$ cat config.mk
export PLATFORM = sky130hd
export DESIGN_NAME = lzc_pipe_flat
export DESIGN_NICKNAME = d
export VERILOG_FILES = /design/src/rtl/posit_pkg.sv /design/src/rtl/lzc_pipe_if.sv /design/src/rtl/lzc_merge.sv /design/src/rtl/lzc_pipe.sv /design/src/flat_wrapper.sv
export SDC_FILE = /design/constraint.sdc
export NUM_CORES = 1
export LEC_CHECK = 0
export BUFFER_PORTS_ARGS = -buffer_cell sky130_fd_sc_hd__buf_2
export CORE_MARGIN = 4
export CORE_UTILIZATION = 61
export DETAILED_ROUTE_END_ITERATION = 10
export GPL_TIMING_DRIVEN = 0
export PLACE_DENSITY = 0.89
export SETUP_SLACK_MARGIN = 0.02
export SYNTH_ARGS = -nofsm -noshare
export SYNTH_HDL_FRONTEND = slang
export SYNTH_SLANG_ARGS = --single-unit
$ cat constraint.sdc
create_clock -name clk -period 2.8 [get_ports clk]
set_clock_uncertainty 0.15 [all_clocks]
set_input_delay 0.42 -clock clk [delete_from_list [all_inputs] [get_ports clk]]
set_output_delay 0.42 -clock clk [all_outputs]
set_load 0.01 [all_outputs]
$ cat src/rtl/posit_pkg.sv
// Shared constants and elaboration-time helpers for the posit decoder
// building blocks. The leading-count pipeline uses the mode encoding and
// the tree-depth / stage-count helpers below.
package posit_pkg;

   // Count mode: which bit value is being counted from the MSB down.
   localparam logic LZC_MODE_ZERO = 1'b0;
   localparam logic LZC_MODE_ONE  = 1'b1;

   // Ceiling log2, usable in parameter and localparam expressions.
   // clog2(1) = 0, clog2(2) = 1, clog2(16) = 4.
   function automatic int clog2(input int value);
      int r;
      r = 0;
      for (int v = value - 1; v > 0; v = v >> 1) begin
         r = r + 1;
      end
      return r;
   endfunction

   // Number of pipeline stages for a tree of depth s when a register is
   // placed after every re merge levels (and always after the last one).
   function automatic int lzc_stages(input int s, input int re);
      return (s + re - 1) / re;
   endfunction

endpackage

$ cat src/rtl/lzc_pipe_if.sv
// Bundle of the upstream and downstream handshake signals of lzc_pipe.
//
// Handshake: both sides use strict valid/ready. A transfer happens on a
// rising clock edge where valid and ready are both high. A source that has
// raised valid keeps it (and its payload) stable until the transfer; ready
// may depend combinationally on downstream ready, never on valid of the
// same side. in_data is don't-care while in_valid is low.
//
// master: the environment (drives inputs, consumes results).
// slave : the counter pipeline.
interface lzc_pipe_if #(
   parameter int N     = 16,
   parameter int TAG_W = 4
);
   import posit_pkg::*;

   localparam int S = clog2(N);

   logic             in_valid;
   logic             in_ready;
   logic [N-1:0]     in_data;
   logic             in_mode;
   logic [TAG_W-1:0] in_tag;

   logic             out_valid;
   logic             out_ready;
   logic [S:0]       out_count;
   logic             out_all;
   logic [TAG_W-1:0] out_tag;

   modport master (
      output in_valid,
      output in_data,
      output in_mode,
      output in_tag,
      output out_ready,
      input  in_ready,
      input  out_valid,
      input  out_count,
      input  out_all,
      input  out_tag
   );

   modport slave (
      input  in_valid,
      input  in_data,
      input  in_mode,
      input  in_tag,
      input  out_ready,
      output in_ready,
      output out_valid,
      output out_count,
      output out_all,
      output out_tag
   );

endinterface

$ cat src/rtl/lzc_merge.sv
// One merge node of the leading-zero tree. Combines the node covering the
// upper half (h) with the node covering the lower half (l). When the upper
// half is entirely zero the count continues into the lower half, which is
// expressed by setting the new MSB and taking the lower count verbatim.
module lzc_merge #(
   parameter int W = 1
) (
   input  logic         h_all,
   input  logic [W-1:0] h_cnt,
   input  logic         l_all,
   input  logic [W-1:0] l_cnt,
   output logic         all,
   output logic [W:0]   cnt
);

   // Both halves zero means the merged span is zero.
   assign all = h_all & l_all;

   // Upper half all-zero: count = half width + lower count; else upper count.
   assign cnt = h_all ? {1'b1, l_cnt} : {1'b0, h_cnt};

endmodule

$ cat src/rtl/lzc_pipe.sv
// Pipelined leading-zero / leading-one counter.
//
// The input is optionally inverted at the front end so the tree always
// counts leading zeros. The tree has S = log2(N) levels; level 1 works on
// bit pairs, every higher level merges node pairs with lzc_merge. A stage
// register follows every REG_EVERY levels and always the last level, so
// there are P = ceil(S / REG_EVERY) stages and the outputs are registered.
//
// Flow control is a stall-propagating chain: a stage loads when it is empty
// or when its successor loads this cycle, so bubbles collapse and a full
// pipeline still accepts one item per cycle while the output drains.
module lzc_pipe
   import posit_pkg::*;
#(
   parameter int N         = 16,
   parameter int REG_EVERY = 1,
   parameter int TAG_W     = 4
) (
   input logic         clk,
   input logic         rst_n,
   lzc_pipe_if.slave   bus
);

   localparam int S  = clog2(N);
   localparam int P  = lzc_stages(S, REG_EVERY);
   localparam int CW = S + 1;

   // Front-end value: leading ones become leading zeros.
   logic [N-1:0]     x;

   // Per-stage control and sideband.
   logic [P-1:0]     valid_q;
   logic [P-1:0]     valid_chain;
   logic [P-1:0]     rdy_v;
   logic             rdy_acc;
   logic [TAG_W-1:0] tag_q       [P];
   logic [TAG_W-1:0] tag_chain   [P];

   // Root node of the tree after the last stage register.
   logic             all_f;
   logic [S-1:0]     cnt_f;

   assign x = (bus.in_mode == LZC_MODE_ONE) ? ~bus.in_data : bus.in_data;

   // Ready chain from the output back to the input: stage k may load when
   // it is empty or when everything behind it can move on.
   always_comb begin
      rdy_v   = '0;
      rdy_acc = bus.out_ready;
      for (int k = P - 1; k >= 0; k--) begin
         rdy_acc  = ~valid_q[k] | rdy_acc;
         rdy_v[k] = rdy_acc;
      end
   end

   // What each stage would load: the front end for stage 0, else its predecessor.
   for (genvar k = 0; k < P; k++) begin : g_chain
      if (k == 0) begin : g_first
         assign valid_chain[k] = bus.in_valid;
         assign tag_chain[k]   = bus.in_tag;
      end else begin : g_next
         assign valid_chain[k] = valid_q[k-1];
         assign tag_chain[k]   = tag_q[k-1];
      end
   end

   // Stage valid and tag registers advance together whenever the stage is ready.
   always_ff @(posedge clk or negedge rst_n) begin
      if (!rst_n) begin
         valid_q <= '0;
         for (int k = 0; k < P; k++) begin
            tag_q[k] <= '0;
         end
      end else begin
         for (int k = 0; k < P; k++) begin
            if (rdy_v[k]) begin
               valid_q[k] <= valid_chain[k];
               tag_q[k]   <= tag_chain[k];
            end
         end
      end
   end

   // Tree levels. Level lv has N >> lv nodes, each with an lv-bit count.
   // Node i of a level covers input bits [(i+1)*2^lv - 1 : i*2^lv]; the
   // higher node index is the more significant half.
   for (genvar lv = 1; lv <= S; lv++) begin : g_lvl
      localparam int M      = N >> lv;
      localparam int W      = lv;
      localparam int STG    = (lv - 1) / REG_EVERY;
      localparam bit IS_REG = ((lv % REG_EVERY) == 0) || (lv == S);

      logic [M-1:0]   all_c;
      logic [M-1:0]   all_o;
      logic [M*W-1:0] cnt_c;
      logic [M*W-1:0] cnt_o;

      if (lv == 1) begin : g_leaf
         // Bit pair (hi, lo): zero-pair flag, and a count of 1 for "01".
         for (genvar i = 0; i < M; i++) begin : g_node
            assign all_c[i] = ~x[2*i+1] & ~x[2*i];
            assign cnt_c[i] = ~x[2*i+1] &  x[2*i];
         end
      end else begin : g_tree
         for (genvar i = 0; i < M; i++) begin : g_node
            lzc_merge #(
               .W (W - 1)
            ) u_merge (
               .h_all (g_lvl[lv-1].all_o[2*i+1]),
               .h_cnt (g_lvl[lv-1].cnt_o[(2*i+1)*(W-1) +: (W-1)]),
               .l_all (g_lvl[lv-1].all_o[2*i]),
               .l_cnt (g_lvl[lv-1].cnt_o[(2*i)*(W-1) +: (W-1)]),
               .all   (all_c[i]),
               .cnt   (cnt_c[i*W +: W])
            );
         end
      end

      if (IS_REG) begin : g_reg
         logic [M-1:0]   all_q;
         logic [M*W-1:0] cnt_q;

         // Closes pipeline stage STG; holds while that stage is stalled.
         always_ff @(posedge clk or negedge rst_n) begin
            if (!rst_n) begin
               all_q <= '0;
               cnt_q <= '0;
            end else if (rdy_v[STG]) begin
               all_q <= all_c;
               cnt_q <= cnt_c;
            end
         end

         assign all_o = all_q;
         assign cnt_o = cnt_q;
      end else begin : g_comb
         assign all_o = all_c;
         assign cnt_o = cnt_c;
      end
   end

   assign all_f = g_lvl[S].all_o[0];
   assign cnt_f = g_lvl[S].cnt_o;

   assign bus.in_ready  = rdy_v[0];
   assign bus.out_valid = valid_q[P-1];
   assign bus.out_all   = all_f;
   assign bus.out_count = all_f ? CW'(N) : {1'b0, cnt_f};
   assign bus.out_tag   = tag_q[P-1];

endmodule

$ cat src/flat_wrapper.sv
// flat-port wrapper written by rule: the top's interface ports become plain ports
module lzc_pipe_flat import posit_pkg::*;
#(
   parameter int N         = 16,
   parameter int REG_EVERY = 1,
   parameter int TAG_W     = 4
)
  (clk, rst_n, bus_in_valid, bus_in_data, bus_in_mode, bus_in_tag, bus_out_ready, bus_in_ready, bus_out_valid, bus_out_count, bus_out_all, bus_out_tag);
  lzc_pipe_if #(.N(N), .TAG_W(TAG_W)) bus_i ();
  input logic clk;
  input logic rst_n;
  input wire logic [$bits(bus_i.in_valid)-1:0] bus_in_valid;
  input wire logic [$bits(bus_i.in_data)-1:0] bus_in_data;
  input wire logic [$bits(bus_i.in_mode)-1:0] bus_in_mode;
  input wire logic [$bits(bus_i.in_tag)-1:0] bus_in_tag;
  input wire logic [$bits(bus_i.out_ready)-1:0] bus_out_ready;
  output wire logic [$bits(bus_i.in_ready)-1:0] bus_in_ready;
  output wire logic [$bits(bus_i.out_valid)-1:0] bus_out_valid;
  output wire logic [$bits(bus_i.out_count)-1:0] bus_out_count;
  output wire logic [$bits(bus_i.out_all)-1:0] bus_out_all;
  output wire logic [$bits(bus_i.out_tag)-1:0] bus_out_tag;
  assign bus_i.in_valid = bus_in_valid;
  assign bus_i.in_data = bus_in_data;
  assign bus_i.in_mode = bus_in_mode;
  assign bus_i.in_tag = bus_in_tag;
  assign bus_i.out_ready = bus_out_ready;
  assign bus_in_ready = bus_i.in_ready;
  assign bus_out_valid = bus_i.out_valid;
  assign bus_out_count = bus_i.out_count;
  assign bus_out_all = bus_i.out_all;
  assign bus_out_tag = bus_i.out_tag;
  lzc_pipe #(.N(N), .REG_EVERY(REG_EVERY), .TAG_W(TAG_W)) u_core (.clk(clk), .rst_n(rst_n), .bus(bus_i));
endmodule
==> flow_summary_export.csv <==
group,metric,value,unit
status,outcome,"complete, but fails checks",
status,violations,"hold timing",
logic_synthesis,synth_sequential_area_ratio,55.71,%
place,finalWeightedCongestion,0.7292,
critical_path,timing_worst_setup_path_type,"reg2out",
clock_tree,cts_sinks,61,
floorplanning,dieWidth,75.02,µm
logic_synthesis,synthCells,244,
critical_path,cp_data_arrival_time,1.54,ns
logic_synthesis,synth.ff_latch_count,61,
global_route,number_of_global_route_vias_before_repair,1780,
detailed_routing,drc,0,
clock_tree,number_of_clock_buffers_inserted_by_tritoncts,9,
detailed_routing,wire_per_inst,14.78,µm
critical_path,path_max_fanout,10,
clock_tree,worstSkewPairLatency,0.34,ns
global_route,globalRouteOverflowTotal,0,
timing,worstMarginPinSlew,0.7259,ns
layout,fillerInstances,283,
detailed_routing,drt_first_pass_iters,4,
logic_synthesis,synth.net_count,269,
timing,final-max-slew-violation-count,0,
global_route,pin_count_of_the_biggest_net_entering_global_routing,62,
critical_path,critical_path_origin,"u_core.valid_q[2]",
detailed_routing,totalWireLength,5142,µm
logic_synthesis,avgSynthCellArea,11.23,µm²
floorplanning,fp.coreArea,4354,µm²
detailed_routing,post_route_ant_nets,0,
logic_synthesis,synthDistinctLibCells,23,
clock_tree,cts_setup_buffers,0,
floorplanning,fp.dieArea,5628,µm²
clock_tree,cts_buffer_depth,2,
timing,worst_hold_slack,-0.01334,ns
power_and_ir_drop,sw_frac_of_total,24.35,%
timing,maxClockFrequency,473.0,MHz
clock_tree,hold_buffers,0,
timing,maxSlewHeadroom,51.61,%
critical_path,timing.critical_path.required,2.23,ns
critical_path,worst_r2r_startpoint,"u_core.valid_q[2]",
power_and_ir_drop,power_frac_clock,39.8,%
power_and_ir_drop,max-vdd-ir-drop,0.3404,mV
critical_path,timing.critical_path.from_type,"register",
clock_tree,tritoncts,"yes",
place,io_buffers,36,
detailed_routing,detail_route.vias_per_cell,5.388,
layout,final_core_utilization,74.14,%
detailed_routing,drt_iter0_markers,92,
timing,timing_hold_violations_final,9,
floorplanning,initial_utilization,62.93,%
timing,post-route-period-util,75.51,%
global_route,antenna_found_initial,0,
timing,setup-violations-final,0,
timing,period_minus_slack,2.114,ns
clock_tree,clock_pin_slew_of_the_registers_on_the_worst_case_setup_and_hold_paths,0.06,ns
critical_path,setup.worst_path.end_class,"primary output",
job,max-cap-violations,0,
power_and_ir_drop,power.internal,0.001791,W
floorplanning,cell_row_count,24,
layout,layout.nets,316,
clock_tree,clock_tree.root_cell,"sky130_fd_sc_hd__clkbuf_8",
layout,final_layout_size_suffix_gt1_share,30.07,%
timing,timing.setup.tns,0,ns
timing,rsz_0062_raised_after_global_routing,"false",
power_and_ir_drop,leakagePower,1.628,nW
clock_tree,post_cts.resized_instances,0,
power_and_ir_drop,p_sw,0.0005766,W
logic_synthesis,mappedNetlistArea,2740,µm²
place,hpwl_after_dpl,3587,µm
power_and_ir_drop,power.sequential.fraction,45.9,%
layout,area_delta_synth_final,17.81,%
power_and_ir_drop,combinationalPowerShare,14.3,%
clock_tree,cts-htree-levels,3,
detailed_routing,via_count,1875,
logic_synthesis,synth-warning-count,0,
global_route,grt.total_usage,20.16,%
min_path,worstHoldPathType,"in2async",
floorplanning,boundaryPins,37,
layout,diodes,0,
global_route,grt_pass1_wl,8293,µm
power_and_ir_drop,power_density,733.5,nW/µm²
floorplanning,die_h,75.02,µm
[worst max-delay path, cell delays in order, from the launching register on]
cell	delay [ns]
sky130_fd_sc_hd__dfrtp_1	0.45
sky130_fd_sc_hd__and4b_1	0.31
sky130_fd_sc_hd__nand2_2	0.13
sky130_fd_sc_hd__buf_6	0.18
sky130_fd_sc_hd__buf_2	0.14
[per-layer routing]
metal | wire [µm] | share of wire (%) | track usage (%)
met5 | 0 | 0 | 0
met4 | 116 | 2.3 | 8.893
met1 | 2196 | 43 | 25.13
met2 | 2567 | 50 | 32.79
met3 | 262 | 5.1 | 5.741
[flip-flops by register name, indices dropped and copies added (netlist names)]
register            count
u_core.bus.out_all      1
u_core.bus.out_tag      4
u_core.g_lvl.all_o     14
u_core.valid_q          4
u_core.g_lvl.cnt_o     22
u_core.cnt_f            4
u_core.tag_chain       12
[placed cells by master, fill, tap and decap left out]
cell,count
sky130_fd_sc_hd__nand4b_1,1
sky130_fd_sc_hd__mux2_4,18
sky130_fd_sc_hd__nand2_2,1
sky130_fd_sc_hd__clkbuf_8,10
sky130_fd_sc_hd__nand2b_1,11
sky130_fd_sc_hd__nor2b_1,5
sky130_fd_sc_hd__buf_4,2
sky130_fd_sc_hd__or2_2,1
sky130_fd_sc_hd__nand3_1,16
sky130_fd_sc_hd__dfrtp_1,61
sky130_fd_sc_hd__buf_1,1
sky130_fd_sc_hd__buf_2,38
sky130_fd_sc_hd__bufinv_16,3
sky130_fd_sc_hd__nand2_1,59
sky130_fd_sc_hd__buf_6,2
sky130_fd_sc_hd__nand3b_1,1
sky130_fd_sc_hd__mux2i_1,11
sky130_fd_sc_hd__o22ai_1,8
sky130_fd_sc_hd__o21ai_0,8
sky130_fd_sc_hd__a21oi_1,4
sky130_fd_sc_hd__or3_1,8
sky130_fd_sc_hd__and4b_1,1
sky130_fd_sc_hd__clkbuf_1,8
sky130_fd_sc_hd__nor2_1,4
sky130_fd_sc_hd__clkinv_2,1
sky130_fd_sc_hd__mux2_2,13
[cell type report]
type	instances	area [µm²]	area share, %
plain buffers	13	71.32	2.209
flip-flops and latches	61	1526	47.29
well taps	52	65.06	2.016
clock inverters	4	95.09	2.946
repair buffers	36	182.7	5.659
clock buffers	12	145.1	4.496
multi-input cells	170	1142	35.39
[synthesized netlist by cell type, drive strengths merged]
cell type,n,area [µm²]
dfrtp,61,1526
nand2,60,227.7
mux2,31,416.7
nand3,16,80.08
mux2i,11,110.1
nand2b,11,68.82
o21ai,8,40.04
o22ai,8,50.05
or3,8,50.05
buf,7,48.79
clkbuf,6,22.52
nor2b,5,31.28
a21oi,4,20.02
nor2,4,15.01
and4b,1,10.01
nand3b,1,7.510
nand4b,1,8.760
or2,1,6.260
[power groups by stage]
| stage | registers (W) | clock network (W) | logic (W) |
|---|---|---|---|
| after global placement | 0.00109 | 0 | 0.000321 |
| after CTS | 0.00109 | 0.000960 | 0.000343 |
| after global routing | 0.00110 | 0.000997 | 0.000377 |
| final | 0.00109 | 0.000943 | 0.000338 |
| after detailed placement | 0.00110 | 0 | 0.000338 |
| after floorplan | 0.00108 | 0 | 0.000221 |
[path summary, 6_finish.rpt]
kind                                       endpoint  slack [ns]  depth (start not counted)
max                                    bus_in_ready        0.69                          4
min                           u_core.bus.out_tag[1]       -0.01                          1
max reg2reg                u_core.g_lvl[1].all_o[3]        1.15                          4
min reg2reg                         u_core.cnt_f[0]        0.32                          2
max in group asynchronous  u_core.g_lvl[1].all_o[2]        2.03                          1
min in group clk                  u_core.valid_q[0]        0.13                          2
[logic make-up (layout without fill, tap and decap cells)]
kind of cell	after synthesis	in the layout	synth area share [%]
AND/OR/NAND/NOR	108	108	18.45
flip-flops	61	61	55.71
multiplexers	42	42	19.22
AO/OA/AOI/OAI	20	20	4.018
buffers and inverters	13	65	2.602
[per-stage QoR]
stage	setup slack (ns)	cell area [µm²]	hold WS, ns	power [W]	cells
floorplan	1.284	2740	-0.02559	0.001305	244
global placement	0.9409	2985	0.2985	0.001408	332
detailed placement	0.9461	2985	0.3131	0.001437	332
CTS	0.6658	3226	0.1160	0.002390	348
global route	0.6068	3228	0.04889	0.002474	348
finish	0.6857	3228	-0.01334	0.002368	348
(Power assumes the default switching activity.)
